## config.mk

```make
export PLATFORM = sky130hd
export DESIGN_NAME = monument_input_ctrl
export DESIGN_NICKNAME = d
export VERILOG_FILES = /design/src/rtl/monument_input_ctrl.sv
export SDC_FILE = /design/constraint.sdc
export NUM_CORES = 1
export LEC_CHECK = 0
export CORE_MARGIN = 1
export CORE_UTILIZATION = 50
export CTS_CLUSTER_SIZE = 30
export DETAILED_ROUTE_END_ITERATION = 10
export HOLD_SLACK_MARGIN = 0.03
export PLACE_DENSITY = 0.7
export SYNTH_ARGS = -nofsm -noshare
export SYNTH_HDL_FRONTEND = slang
export SYNTH_SLANG_ARGS = --single-unit
export TNS_END_PERCENT = 100
```

## constraint.sdc

```tcl
create_clock -name clock -period 7.65 [get_ports clock]
set_input_delay 0.765 -clock clock [delete_from_list [all_inputs] [get_ports clock]]
set_output_delay 0.765 -clock clock [all_outputs]
set_load 0.01 [all_outputs]
```

## src/rtl/monument_input_ctrl.sv

```systemverilog
// ---------------------------------------------------------------------------
// monument_input_ctrl
//
// Input front end for the Monument Valley game. Takes the raw DE1 move and
// activate pushbuttons (active-low) and the three direction switches, and
// produces the conditioned move / dir / activate signals for the game top
// level.
//
// Processing chain:
//   raw pins -> 2-flop synchronizers -> per-key debounce -> press detect
//   move press  -> move FSM (fixed-length move window, gap, auto-repeat)
//   act press   -> one-cycle activate pulse
//
// Move FSM states:
//   state  | meaning
//   -------+------------------------------------------------------------
//   IDLE   | move low, waiting for a debounced move press
//   HOLD   | move high for exactly MOVE_HOLD cycles, dir frozen
//   GAP    | move forced low for GAP_CYCLES cycles
//   REPEAT | key still held; wait REPEAT_CYCLES, then start a new window
//
// Parameters:
//   DEBOUNCE_CYCLES  stable synchronized cycles needed to accept a key change
//   MOVE_HOLD        length of each move window in cycles
//   GAP_CYCLES       forced move-low cycles after each window
//   REPEAT_CYCLES    wait before auto-repeating a held move key
//
// Ports:
//   clock       in   system clock, rising edge
//   reset       in   asynchronous active-high reset
//   key_move_n  in   raw move pushbutton, active-low, asynchronous
//   key_act_n   in   raw activate pushbutton, active-low, asynchronous
//   dir_sw      in   raw direction switches [2:0], asynchronous
//   move        out  registered move window
//   dir         out  registered direction, latched at each window start
//   activate    out  registered one-cycle pulse per activate press
// ---------------------------------------------------------------------------
module monument_input_ctrl #(
    parameter int unsigned DEBOUNCE_CYCLES = 500000,
    parameter int unsigned MOVE_HOLD       = 65536,
    parameter int unsigned GAP_CYCLES      = 16,
    parameter int unsigned REPEAT_CYCLES   = 12500000
) (
    input  logic       clock,
    input  logic       reset,
    input  logic       key_move_n,
    input  logic       key_act_n,
    input  logic [2:0] dir_sw,
    output logic       move,
    output logic [2:0] dir,
    output logic       activate
);

    // -----------------------------------------------------------------------
    // Counter sizing. The FSM timer is shared by HOLD, GAP and REPEAT, so it
    // is sized for the largest of the three intervals.
    // -----------------------------------------------------------------------
    localparam int unsigned DB_W = $clog2(DEBOUNCE_CYCLES) + 1;

    localparam int unsigned T_MAX_HG = (MOVE_HOLD > GAP_CYCLES) ? MOVE_HOLD : GAP_CYCLES;
    localparam int unsigned T_MAX    = (T_MAX_HG > REPEAT_CYCLES) ? T_MAX_HG : REPEAT_CYCLES;
    localparam int unsigned T_W      = $clog2(T_MAX) + 1;

    localparam logic [DB_W-1:0] DB_LIMIT    = DB_W'(DEBOUNCE_CYCLES);
    localparam logic [T_W-1:0]  HOLD_LAST   = T_W'(MOVE_HOLD - 1);
    localparam logic [T_W-1:0]  GAP_LAST    = T_W'(GAP_CYCLES - 1);
    localparam logic [T_W-1:0]  REPEAT_LAST = T_W'(REPEAT_CYCLES - 1);

    typedef enum logic [1:0] {
        IDLE   = 2'd0,
        HOLD   = 2'd1,
        GAP    = 2'd2,
        REPEAT = 2'd3
    } state_t;

    // -----------------------------------------------------------------------
    // Synchronizers. Key bit 0 is move, bit 1 is activate. Keys reset to the
    // released level (1) so a key held through reset is seen as a fresh
    // press once reset is removed.
    // -----------------------------------------------------------------------
    logic [1:0] key_s1;
    logic [1:0] key_s2;
    logic [2:0] dir_s1;
    logic [2:0] dir_s2;

    always_ff @(posedge clock or posedge reset) begin
        if (reset) begin
            key_s1 <= 2'b11;
            key_s2 <= 2'b11;
            dir_s1 <= 3'b000;
            dir_s2 <= 3'b000;
        end else begin
            key_s1 <= {key_act_n, key_move_n};
            key_s2 <= key_s1;
            dir_s1 <= dir_sw;
            dir_s2 <= dir_s1;
        end
    end

    // -----------------------------------------------------------------------
    // Debounce. The counter runs while the synchronized level disagrees with
    // the accepted level and clears the moment they agree, so any glitch
    // shorter than the limit leaves no trace. key_db_d is the accepted level
    // one cycle late, used for edge detection.
    // -----------------------------------------------------------------------
    logic [1:0]      key_db;
    logic [1:0]      key_db_d;
    logic [DB_W-1:0] db_cnt [2];

    always_ff @(posedge clock or posedge reset) begin
        if (reset) begin
            key_db   <= 2'b11;
            key_db_d <= 2'b11;
            for (int i = 0; i < 2; i++) begin
                db_cnt[i] <= '0;
            end
        end else begin
            key_db_d <= key_db;
            for (int i = 0; i < 2; i++) begin
                if (key_s2[i] == key_db[i]) begin
                    db_cnt[i] <= '0;
                end else if (db_cnt[i] == DB_LIMIT) begin
                    key_db[i] <= key_s2[i];
                    db_cnt[i] <= '0;
                end else begin
                    db_cnt[i] <= db_cnt[i] + 1'b1;
                end
            end
        end
    end

    // A press is an accepted released(1) -> pressed(0) transition.
    logic [1:0] key_press;
    logic       move_press;
    logic       act_press;
    logic       move_held;

    assign key_press  = key_db_d & ~key_db;
    assign move_press = key_press[0];
    assign act_press  = key_press[1];
    assign move_held  = ~key_db[0];

    // -----------------------------------------------------------------------
    // Activate pulse: independent of the move FSM.
    // -----------------------------------------------------------------------
    always_ff @(posedge clock or posedge reset) begin
        if (reset) begin
            activate <= 1'b0;
        end else begin
            activate <= act_press;
        end
    end

    // -----------------------------------------------------------------------
    // Move FSM
    // -----------------------------------------------------------------------
    state_t         state;
    state_t         state_next;
    logic [T_W-1:0] t_cnt;
    logic [T_W-1:0] t_cnt_next;
    logic           move_next;
    logic [2:0]     dir_next;

    // State register, timer and registered outputs.
    always_ff @(posedge clock or posedge reset) begin
        if (reset) begin
            state <= IDLE;
            t_cnt <= '0;
            move  <= 1'b0;
            dir   <= 3'b000;
        end else begin
            state <= state_next;
            t_cnt <= t_cnt_next;
            move  <= move_next;
            dir   <= dir_next;
        end
    end

    // Next state and timer. Every transition clears the timer; the timer
    // idles at zero in IDLE and otherwise never runs past its terminal value
    // because the state always leaves on that value.
    always_comb begin
        state_next = state;
        case (state)
            IDLE: begin
                if (move_press) begin
                    state_next = HOLD;
                end
            end
            HOLD: begin
                if (t_cnt == HOLD_LAST) begin
                    state_next = GAP;
                end
            end
            GAP: begin
                if (t_cnt == GAP_LAST) begin
                    state_next = move_held ? REPEAT : IDLE;
                end
            end
            REPEAT: begin
                // Release wins over a repeat that would fire in the same cycle.
                if (!move_held) begin
                    state_next = IDLE;
                end else if (t_cnt == REPEAT_LAST) begin
                    state_next = HOLD;
                end
            end
            default: begin
                state_next = IDLE;
            end
        endcase

        t_cnt_next = '0;
        if ((state_next == state) && (state != IDLE)) begin
            t_cnt_next = t_cnt + 1'b1;
        end
    end

    // Outputs. HOLD is only ever entered from IDLE or REPEAT, which are
    // exactly the two points where dir is allowed to take a new value.
    always_comb begin
        move_next = (state_next == HOLD);
        dir_next  = dir;
        if ((state_next == HOLD) && (state != HOLD)) begin
            dir_next = dir_s2;
        end
    end

endmodule
```

# Yosys cells after proc, flatten, opt, wreduce, memory -nomap -nowiden
# Cells that the tools add are included.
[classes]
n_eq_ne = 13
reduce_logical = 6
n_mux = 12
bitwise = 4
add_sub_neg = 3
[ops]
columns = ["cell", "count"]
rows = [
  ["20-bit 2-to-1 mux", 4],
  ["20-bit by 1-bit adder with 20-bit output, second input constant", 2],
  ["20-bit by 19-bit == test with 1-bit output, second input constant", 2],
  ["25-bit by 1-bit adder with 25-bit output, second input constant", 1],
  ["25-bit by 16-bit == test with 1-bit output, second input constant", 1],
  ["25-bit by 24-bit == test with 1-bit output, second input constant", 1],
  ["25-bit by 4-bit == test with 1-bit output, second input constant", 1],
  ["25-bit 2-to-1 mux", 1],
  ["2-bit 2-to-1 mux", 6],
  ["2-bit case mux with 4 select lines", 1],
  ["2-bit by 1-bit == test with 1-bit output, second input constant", 2],
  ["2-bit == test, second input constant", 2],
  ["2-bit AND reduction", 2],
  ["2-bit AND", 1],
  ["1-bit == test", 2],
  ["2-bit == test", 1],
  ["1-bit logical AND", 2],
  ["2-bit logical NOT", 1],
  ["2-bit by 1-bit inequality test with 1-bit output, second input constant", 1],
  ["1-bit NOT", 2],
  ["2-bit NOT", 1],
  ["2-bit nonzero test", 1],
]
[totals]
output_inout_bits = 5
reg_bits = 86
inputBits = 7
wordCells = 52

# Longest topological paths before layout
# Gate-level depths: netlist (run 1).
[depth]
depth_word = 7
ltp_mapped = 8
depth_no_buf = 6

# Worst setup path before layout (run 1)
# OpenSTA, ideal clock, no wires.
[synth_path]
path_kind = "reg2reg"
startpoint = "register t_cnt[0]"
endpoint = "register dir[0]"
stages_incl_launch_ff = 7
setup_slack_ps = 5721
arrival_time_ps = 1804
t_required_ps = 7525
synth_period_minus_slack_ps = 1929
setup_ps = 125
path_buffers = 0
cell_sequence = "dfrtp_1 -> ha_1 -> nor4b_1 -> and3_1 -> nand4_1 -> a21oi_1 -> mux2_2"
[synth_between]
elab_chain_cells = 6
word_cells_on_any_way = 10
cone_classes = "4 x eq/ne; 5 x mux; 1 x reduce/logical"
[synth_rtl]
columns = ["element", "line_no", "text"]
rows = [
  ["from (decl)", "159", "logic [T_W-1:0] t_cnt;"],
  ["from (signal assigned)", "173", "t_cnt <= t_cnt_next;"],
  ["25-bit by 24-bit == test with 1-bit output", "204", "end else if (t_cnt == REPEAT_LAST) begin"],
  ["2-bit 2-to-1 mux", "204", ""],
  ["2-bit 2-to-1 mux", "202", "if (!move_held) begin"],
  ["2-bit case mux with 4 select lines (*)", "184", "case (state)"],
  ["2-bit by 1-bit == test with 1-bit output (*)", "224", "if ((state_next == HOLD) && (state != HOLD)) begin"],
  ["1-bit logical AND (*)", "224", ""],
  ["to (signal assigned)", "175", "dir <= dir_next;"],
  ["to (decl)", "50", "output logic [2:0] dir,"],
]
# Every way passes the cells marked *; elsewhere a longest branch is shown, timed or not.
# A chain may end at the register's enable or synchronous reset.

# Worst setup path in the final report (run 1)
[layout_path]
startpoint = "register t_cnt[0]"
endpoint = "register t_cnt[13]"
[layout_between]
elab_chain_cells = 7
word_cells_on_any_way = 12
cone_classes = "1 x add/sub; 4 x eq/ne; 6 x mux; 1 x reduce/logical"
[layout_rtl]
columns = ["element", "line_no", "text"]
rows = [
  ["25-bit by 24-bit == test with 1-bit output", "204", ""],
  ["2-bit 2-to-1 mux", "204", ""],
  ["2-bit 2-to-1 mux", "202", ""],
  ["2-bit case mux with 4 select lines", "184", ""],
  ["2-bit == test", "214", "if ((state_next == state) && (state != IDLE)) begin"],
  ["1-bit logical AND", "214", ""],
  ["25-bit 2-to-1 mux (*)", "214", ""],
  ["via t_cnt_next[13]", "160", "logic [T_W-1:0] t_cnt_next;"],
]
# Mark *: on every way through the listed nets, which the timed path passes. The rest lies on a longest branch.

==> results of run 1 <==
[power by group]
part | total, mW | internal [mW] | switching [mW] | leakage (nW)
logic | 0.0239 | 0.00804 | 0.0158 | 0.566
registers | 0.465 | 0.460 | 0.00440 | 1.15
clock network | 0.285 | 0.134 | 0.152 | 0.0845
[cells in the final DEF, fill, tap and decap left out, types with 4 or more instances in the layout]
cell,count
sky130_fd_sc_hd__mux2_2,5
sky130_fd_sc_hd__and3_1,12
sky130_fd_sc_hd__nor3_1,8
sky130_fd_sc_hd__nand2_1,17
sky130_fd_sc_hd__inv_1,12
sky130_fd_sc_hd__nor2_1,77
sky130_fd_sc_hd__xor2_1,39
sky130_fd_sc_hd__nor4b_1,7
sky130_fd_sc_hd__o21ai_0,5
sky130_fd_sc_hd__dfrtp_1,78
sky130_fd_sc_hd__clkdlybuf4s50_1,11
sky130_fd_sc_hd__nand3_1,26
sky130_fd_sc_hd__nor2b_1,4
sky130_fd_sc_hd__xnor2_1,20
sky130_fd_sc_hd__and4_1,4
sky130_fd_sc_hd__ha_1,5
sky130_fd_sc_hd__dfstp_2,8
sky130_fd_sc_hd__nand4_1,24
sky130_fd_sc_hd__nor4_1,7
sky130_fd_sc_hd__clkbuf_8,11
sky130_fd_sc_hd__a21oi_1,4
[cells by family (layout without fill, tap and decap cells)]
| kind of cell | after synthesis | count (layout) | synth area share |
|---|---|---|---|
| simple gates | 199 | 199 | 0.253 |
| flops | 86 | 86 | 0.540 |
| xor+xnor | 59 | 59 | 0.129 |
| buf+inv | 24 | 42 | 0.0272 |
| compound gates | 15 | 15 | 0.0216 |
| fa+ha+maj | 5 | 5 | 0.0156 |
| mux | 5 | 5 | 0.0141 |
[synth_stat cells]
cell type	count	area [µm²]
sky130_fd_sc_hd__nand2_1	17	63.8
sky130_fd_sc_hd__o21a_1	1	7.51
sky130_fd_sc_hd__ha_1	5	62.6
sky130_fd_sc_hd__a31o_2	1	8.76
sky130_fd_sc_hd__o21ai_0	6	30.0
sky130_fd_sc_hd__nand2b_1	1	6.26
sky130_fd_sc_hd__clkbuf_1	8	30.0
sky130_fd_sc_hd__o21ai_1	1	5.00
sky130_fd_sc_hd__nor4bb_1	1	10.0
sky130_fd_sc_hd__or3_1	3	18.8
sky130_fd_sc_hd__or2_2	2	12.5
sky130_fd_sc_hd__nand4_1	24	150
sky130_fd_sc_hd__nor3_2	1	10.0
sky130_fd_sc_hd__nand4_2	1	12.5
sky130_fd_sc_hd__o211ai_1	2	15.0
sky130_fd_sc_hd__nor2b_1	4	25.0
sky130_fd_sc_hd__and3_1	12	75.1
sky130_fd_sc_hd__nor4b_1	7	61.3
sky130_fd_sc_hd__nor4_1	7	43.8
sky130_fd_sc_hd__inv_1	13	48.8
sky130_fd_sc_hd__or4_1	2	15.0
sky130_fd_sc_hd__nor3_1	8	40.0
sky130_fd_sc_hd__buf_4	1	7.51
sky130_fd_sc_hd__mux2_2	5	56.3
sky130_fd_sc_hd__dfstp_2	8	210
sky130_fd_sc_hd__dfrtp_1	78	1950
sky130_fd_sc_hd__xor2_1	39	342
sky130_fd_sc_hd__nand3_1	26	130
sky130_fd_sc_hd__xnor2_1	20	175
sky130_fd_sc_hd__a21oi_1	4	20.0
sky130_fd_sc_hd__buf_6	2	22.5
sky130_fd_sc_hd__and2_1	1	6.26
sky130_fd_sc_hd__nor2_1	77	289
sky130_fd_sc_hd__nor3b_1	1	7.51
sky130_fd_sc_hd__and4_1	4	35.0
[registers in the layout (all words and copies together), names as in the netlist, 2 cells and up]
| register | flops |
|---|---|
| dir_s2 | 3 |
| dir | 3 |
| state | 2 |
| key_s1 | 2 |
| t_cnt | 25 |
| key_db_d | 2 |
| db_cnt | 40 |
| key_db | 2 |
| key_s2 | 2 |
| dir_s1 | 3 |
[through the flow]
step / instances / instance area, µm² / worst slack [ns]
floorplan: 393 / 4010 / 4.68
global placement: 498 / 4210 / 5.23
detailed placement: 498 / 4210 / 5.14
CTS: 513 / 4380 / 5.13
global route: 513 / 4380 / 4.77
finish: 513 / 4380 / 5.16
[metal layers]
| layer | up-vias | wire (µm) | GRT usage |
|---|---|---|---|
| met3 | 14 | 202 | 0.0369 |
| met2 | 43 | 3020 | 0.260 |
| met4 | 0 | 138 | 0.0794 |
| met5 | - | 0 | 0 |
| li1 | 1367 | - | - |
| met1 | 1327 | 3480 | 0.256 |
[path summary, 6_finish.rpt]
path / from / endpoint / slack [ns]
worst max-delay path: t_cnt[0]$_DFF_PP0_ / t_cnt[13]$_DFF_PP0_ / 5.16
worst min-delay path: dir_s1[2]$_DFF_PP0_ / dir_s2[2]$_DFF_PP0_ / 0.36
worst max register to register: t_cnt[0]$_DFF_PP0_ / t_cnt[13]$_DFF_PP0_ / 5.16
worst min register to register: dir_s1[2]$_DFF_PP0_ / dir_s2[2]$_DFF_PP0_ / 0.36
max in group asynchronous: reset / db_cnt[28]$_DFF_PP0_ / 5.92
min in group asynchronous: reset / t_cnt[19]$_DFF_PP0_ / 1.05
[worst max-delay path: cells and delay by family (launching register included)]
family	cells	cell delay, ns
compound gates	1	0.25
fa+ha+maj	1	0.23
flops	1	0.39
simple gates	4	1.47
[cell type report]
type,instances,area (µm²)
clock buffers,12,155
clock inverters,3,20.0
fillers,652,3350
inverters,13,50.0
multi-input cells,283,1730
flip-flops and latches,86,2160
well taps,102,128
repair buffers,14,133
==> load_flow_metrics.sql, run 1 <==
INSERT INTO impl_metrics (metric_group, metric, value, unit) VALUES
('outcome', 'run_status', 'completed', ''),
('finish', 'layout-area-overhead-vs-synth', '9.40', '%'),
('detailed_routing', 'wl', '6.84', 'mm'),
('detailed_routing', 'detail_route.vias_per_cell', '5.36', ''),
('floorplanning', 'floorplan.core_area', '0.00773', 'mm²'),
('clock_network', 'hold_buffers', '0', ''),
('floorplanning', 'floorplan.die.height', '91.5', 'µm'),
('global_routing', 'global_route_wire_length_before_repair', '11.9', 'mm'),
('timing', 'relSlewSlack', '0.303', ''),
('detailed_routing', 'drt-initial-drc-count', '129', ''),
('critical_path', 'cp_max_fo', '25', ''),
('detailed_routing', 'detail_route.drc_violations', '0', ''),
('power', 'ir_drop', '0.115', 'mV'),
('synth', 'synth_cells', '393', ''),
('placement', 'dpl.hpwl', '4.65', 'mm'),
('hold_path', 'worst_hold_path.num_cells', '0', ''),
('synth', 'synth-warning-count', '0', ''),
('floorplanning', 'die_x', '91.5', 'µm'),
('critical_path', 'critPathSlowestCell', 'sky130_fd_sc_hd__and3_1', ''),
('critical_path', 'critPathCaptureType', 'flip-flop', ''),
('synth', 'synth_area_per_cell', '10.2', 'µm²'),
('floorplanning', 'fp.dieArea', '0.00837', 'mm²'),
('placement', 'routabilityCongestion', '0.805', ''),
('global_routing', 'grt_overflow_total', '0', ''),
('detailed_routing', 'via_count', '2751', ''),
('flow_run', 'drv.max_cap_violation_count', '0', ''),
('detailed_routing', 'drtPass1Iterations', '4', ''),
('floorplanning', 'num_rows', '32', ''),
('synth', 'synth_seq_area_share', '0.540', ''),
('power', 'design_power_total', '774', 'µW'),
('timing', 'final.setup.tns', '0', 'ns'),
('timing', 'timing.hold.ws', '0.360', 'ns'),
('detailed_routing', 'final_ant_viol_nets', '0', ''),
('clock_network', 'post_cts_resize_count', '0', ''),
('timing', 'highest_clock_rate', '401', 'MHz'),
('global_routing', 'grt.total_usage', '0.178', ''),
('clock_network', 'clk_transition_reported_paths', '0.08', 'ns'),
('clock_network', 'clock_path_buffers', '2', ''),
('critical_path', 'r2r.worst_path.cells', '6', ''),
('floorplanning', 'io_pins', '12', ''),
('clock_network', 'cts_buffers', '9', ''),
('clock_network', 'clk_root_buf', 'sky130_fd_sc_hd__clkbuf_8', ''),
('detailed_routing', 'wl_per_cell', '13.3', 'µm'),
('floorplanning', 'initial_standard_cell_utilization_of_the_core', '0.518', ''),
('critical_path', 'cp_slowest_stage_delay', '0.75', 'ns'),
('global_routing', 'grt_antenna_before_repair', '0', ''),
('finish', 'final_core_utilization', '0.567', ''),
('placement', 'io_buffers', '11', ''),
('finish', 'final_layout_size_suffix_gt1_frac', '0.0876', ''),
('clock_network', 'clock_insertion_delay_at_the_later_pin_of_the_skew_report', '0.35', 'ns'),
('critical_path', 'timing.critical_path.required', '7.85', 'ns'),
('clock_network', 'clock-sinks', '86', ''),
('global_routing', 'grt_pass1_vias', '2589', ''),
('timing', 'tightestPinTransition', '1.04', 'ns'),
('clock_network', 'cts_tree', 'built', ''),
('hold_path', 'worstHoldPathType', 'flip-flop to flip-flop', ''),
('timing', 'rsz_0062_raised_after_global_routing', 'false', ''),
('timing', 'hold_violations', '0', ''),
('timing', 'setup_violations', '0', ''),
('critical_path', 'cp_cell_sequence', 'ha_1, nor4b_1, nand3_1, o21ai_0, and3_1, nor2_1', ''),
('timing', 'final_setup_skew', '0.00526', 'ns'),
('critical_path', 'startpoint_type', 'flip-flop', ''),
('finish', 'antennaDiodeCount', '0', ''),
('global_routing', 'maximum_number_of_pins_on_one_net_before_global_route_repair', '87', ''),
('critical_path', 'timing_worst_setup_path_type', 'flip-flop to flip-flop', ''),
('timing', 'period_minus_slack', '2.49', 'ns'),
('power', 'power_density', '177', 'mW/mm²'),
('power', 'total_leakage_power', '1.80', 'nW'),
('finish', 'fin_nets', '419', ''),
('synth', 'total_nets_after_synthesis', '405', ''),
('clock_network', 'post_cts.repair.setup_buffers', '0', ''),
('critical_path', 'worst-endpoint-arrival', '2.70', 'ns'),
('timing', 'share_of_the_cycle_needed_by_the_critical_path_after_routing', '0.326', ''),
('synth', 'syn-cell-area', '0.00401', 'mm²'),
('timing', 'timing.final.max_slew_violations', '0', ''),
('synth', 'postSynthRegisterBits', '86', ''),
('clock_network', 'htree_levels', '3', ''),
('synth', 'synth.distinct_cells', '35', '');
(Power assumes the default switching activity.)
==> inputs of run 2 (changes only) <==
clock period = 2.5 ns   (was 7.65 ns; I/O delays follow)
==> run 2 against run 1 <==
Compared with the run above:
- setup slack got worse by 4.8 ns
- non-clock buffer count increased by 7
- highest routed layer unchanged
- utilization increased by 0.91 points
- largest power group unchanged
==> load_flow_metrics.sql, run 2 (synthesized netlist as in run 1, its figures left out) <==
INSERT INTO impl_metrics (metric_group, metric, value, unit) VALUES
('power', 'total_leakage_power', '1.86', 'nW'),
('detailed_routing', 'via_count', '2760', ''),
('finish', 'largest_register', 'db_cnt', ''),
('critical_path', 'worst-endpoint-arrival', '2.40', 'ns'),
('timing', 'timing.final.max_slew_violations', '0', ''),
('critical_path', 'critPathCaptureType', 'flip-flop', ''),
('finish', 'final_common_cell', 'sky130_fd_sc_hd__dfrtp_1', ''),
('global_routing', 'grt_pass1_vias', '2736', ''),
('clock_network', 'hold_buffers', '0', ''),
('critical_path', 'reg2reg_from', 't_cnt[0]$_DFF_PP0_', ''),
('floorplanning', 'floorplan.die.height', '91.5', 'µm'),
('detailed_routing', 'detail_route.drc_violations', '0', ''),
('critical_path', 'timing_worst_setup_path_type', 'flip-flop to flip-flop', ''),
('power', 'power_density', '539', 'mW/mm²'),
('clock_network', 'clock_insertion_delay_at_the_later_pin_of_the_skew_report', '0.35', 'ns'),
('placement', 'routabilityCongestion', '0.822', ''),
('timing', 'hold_violations', '0', ''),
('finish', 'reg.largest.list', 'db_cnt x40, t_cnt x25', ''),
('floorplanning', 'io_pins', '12', ''),
('timing', 'tightestPinTransition', '0.450', 'ns'),
('clock_network', 'htree_levels', '3', ''),
('detailed_routing', 'final_ant_viol_nets', '0', ''),
('detailed_routing', 'wl_per_cell', '13.3', 'µm'),
('critical_path', 'ff2ff_setup_slack', '0.35', 'ns'),
('detailed_routing', 'wl', '6.94', 'mm'),
('timing', 'highest_clock_rate', '465', 'MHz'),
('finish', 'largest_reg_flops', '40', ''),
('detailed_routing', 'drtPass1Iterations', '4', ''),
('finish', 'final_layout_size_suffix_gt1_frac', '0.107', ''),
('placement', 'io_buffers', '11', ''),
('global_routing', 'global_route_wire_length_before_repair', '12.4', 'mm'),
('placement', 'numPlacedInstances', '505', ''),
('global_routing', 'grt.total_usage', '0.187', ''),
('floorplanning', 'die_x', '91.5', 'µm'),
('critical_path', 'timing.rr.end', 'dir[0]$_DFFE_PP0P_', ''),
('timing', 'share_of_the_cycle_needed_by_the_critical_path_after_routing', '0.861', ''),
('clock_network', 'post_cts_resize_count', '0', ''),
('floorplanning', 'num_rows', '32', ''),
('hold_path', 'worstHoldPathType', 'input port to asynchronous set/reset pin', ''),
('clock_network', 'clock-sinks', '86', ''),
('timing', 'setup_violations', '0', ''),
('critical_path', 'worstSetupEndpoint', 'dir[0]$_DFFE_PP0P_', ''),
('finish', 'antennaDiodeCount', '0', ''),
('timing', 'final_setup_skew', '0.00646', 'ns'),
('finish', 'instances_no_fill', '521', ''),
('finish', 'fin_nets', '426', ''),
('clock_network', 'post_cts.repair.setup_buffers', '0', ''),
('critical_path', 'timing.critical_path.required', '2.74', 'ns'),
('critical_path', 'cp_max_fo', '4', ''),
('timing', 'relSlewSlack', '0.696', ''),
('timing', 'rsz_0062_raised_after_global_routing', 'false', ''),
('floorplanning', 'fp.dieArea', '0.00837', 'mm²'),
('finish', 'layout-area-overhead-vs-synth', '11.2', '%'),
('clock_network', 'clock_path_buffers', '2', ''),
('clock_network', 'cts_tree', 'built', ''),
('outcome', 'run_status', 'completed', ''),
('flow_run', 'drv.max_cap_violation_count', '0', ''),
('placement', 'dpl.hpwl', '4.67', 'mm'),
('global_routing', 'grt_overflow_total', '0', ''),
('clock_network', 'clk_transition_reported_paths', '0.09', 'ns'),
('global_routing', 'maximum_number_of_pins_on_one_net_before_global_route_repair', '62', ''),
('clock_network', 'cts_buffers', '9', ''),
('detailed_routing', 'drt-initial-drc-count', '117', ''),
('detailed_routing', 'detail_route.vias_per_cell', '5.30', ''),
('finish', 'filler_cells_inserted', '647', ''),
('floorplanning', 'floorplan.core_area', '0.00773', 'mm²'),
('finish', 'highest_count_cells_in_the_layout_ignoring_fill_and_taps', 'sky130_fd_sc_hd__dfrtp_1, sky130_fd_sc_hd__nor2_1, sky130_fd_sc_hd__xor2_1', ''),
('timing', 'final.setup.tns', '0', 'ns'),
('floorplanning', 'initial_standard_cell_utilization_of_the_core', '0.518', ''),
('critical_path', 'startpoint_type', 'flip-flop', ''),
('global_routing', 'grt_antenna_before_repair', '0', ''),
('critical_path', 'r2r.worst_path.cells', '6', ''),
('power', 'ir_drop', '0.389', 'mV'),
('timing', 'period_minus_slack', '2.15', 'ns'),
('critical_path', 'setup.worst_path.start', 't_cnt[0]$_DFF_PP0_', ''),
('clock_network', 'clk_root_buf', 'sky130_fd_sc_hd__clkbuf_8', '');
run 2: final cells by class:
type | count | area [µm²] | area share
multi-input combinational | 283 | 1730 | 0.390
clock buffer | 9 | 124 | 0.0278
inverter | 13 | 50.0 | 0.0112
sequential | 86 | 2160 | 0.486
clock inverter | 7 | 56.3 | 0.0126
timing repair buffer | 21 | 198 | 0.0444
tap | 102 | 128 | 0.0287
run 2: worst min-delay path by stage:
stage                     slack (ns)              endpoint                start  depth (start not counted)
after global placement          0.33   dir_s2[2]$_DFF_PP0_  dir_s1[2]$_DFF_PP0_                          0
final                           0.21  db_cnt[19]$_DFF_PP0_                reset                          2
after floorplan                 0.25   key_s1[0]$_DFF_PP1_           key_move_n                          0
after detailed placement        0.34   dir_s2[0]$_DFF_PP0_  dir_s1[0]$_DFF_PP0_                          0
after global routing            0.25   db_cnt[1]$_DFF_PP0_                reset                          2
after CTS                       0.22  db_cnt[19]$_DFF_PP0_                reset                          2
run 2: layer usage:
metal,wire [µm],GRT usage
met1,3490,0.257
met2,3130,0.283
met3,193,0.0503
met4,122,0.0741
met5,0,0
run 2: critical path: stages, from the launching register on:
cell and delay [ns]:
sky130_fd_sc_hd__dfrtp_1 0.40, sky130_fd_sc_hd__ha_1 0.24, sky130_fd_sc_hd__nor4b_1 0.41, sky130_fd_sc_hd__and3_1 0.23, sky130_fd_sc_hd__nand4_1 0.09, sky130_fd_sc_hd__a21oi_1 0.30, sky130_fd_sc_hd__mux2_2 0.37
run 2: power breakdown:
| group | switching, mW | internal (mW) | leakage, nW |
|---|---|---|---|
| sequential | 0.0130 | 1.41 | 1.15 |
| clock | 0.526 | 0.377 | 0.0963 |
| combinational | 0.0487 | 0.0286 | 0.605 |
run 2: stage by stage:
stage	total power, mW	setup slack [ns]	cell area (µm²)	utilization	hold slack [ns]
2_1_floorplan	1.50	0.0414	4010	-	0.254
3_3_place_gp	1.53	0.406	4270	0.553	0.335
3_5_place_dp	1.53	0.365	4270	0.553	0.343
4_1_cts	2.44	0.362	4450	0.576	0.219
5_1_grt	2.50	0.204	4450	0.576	0.249
6_report	2.40	0.348	4450	0.576	0.213
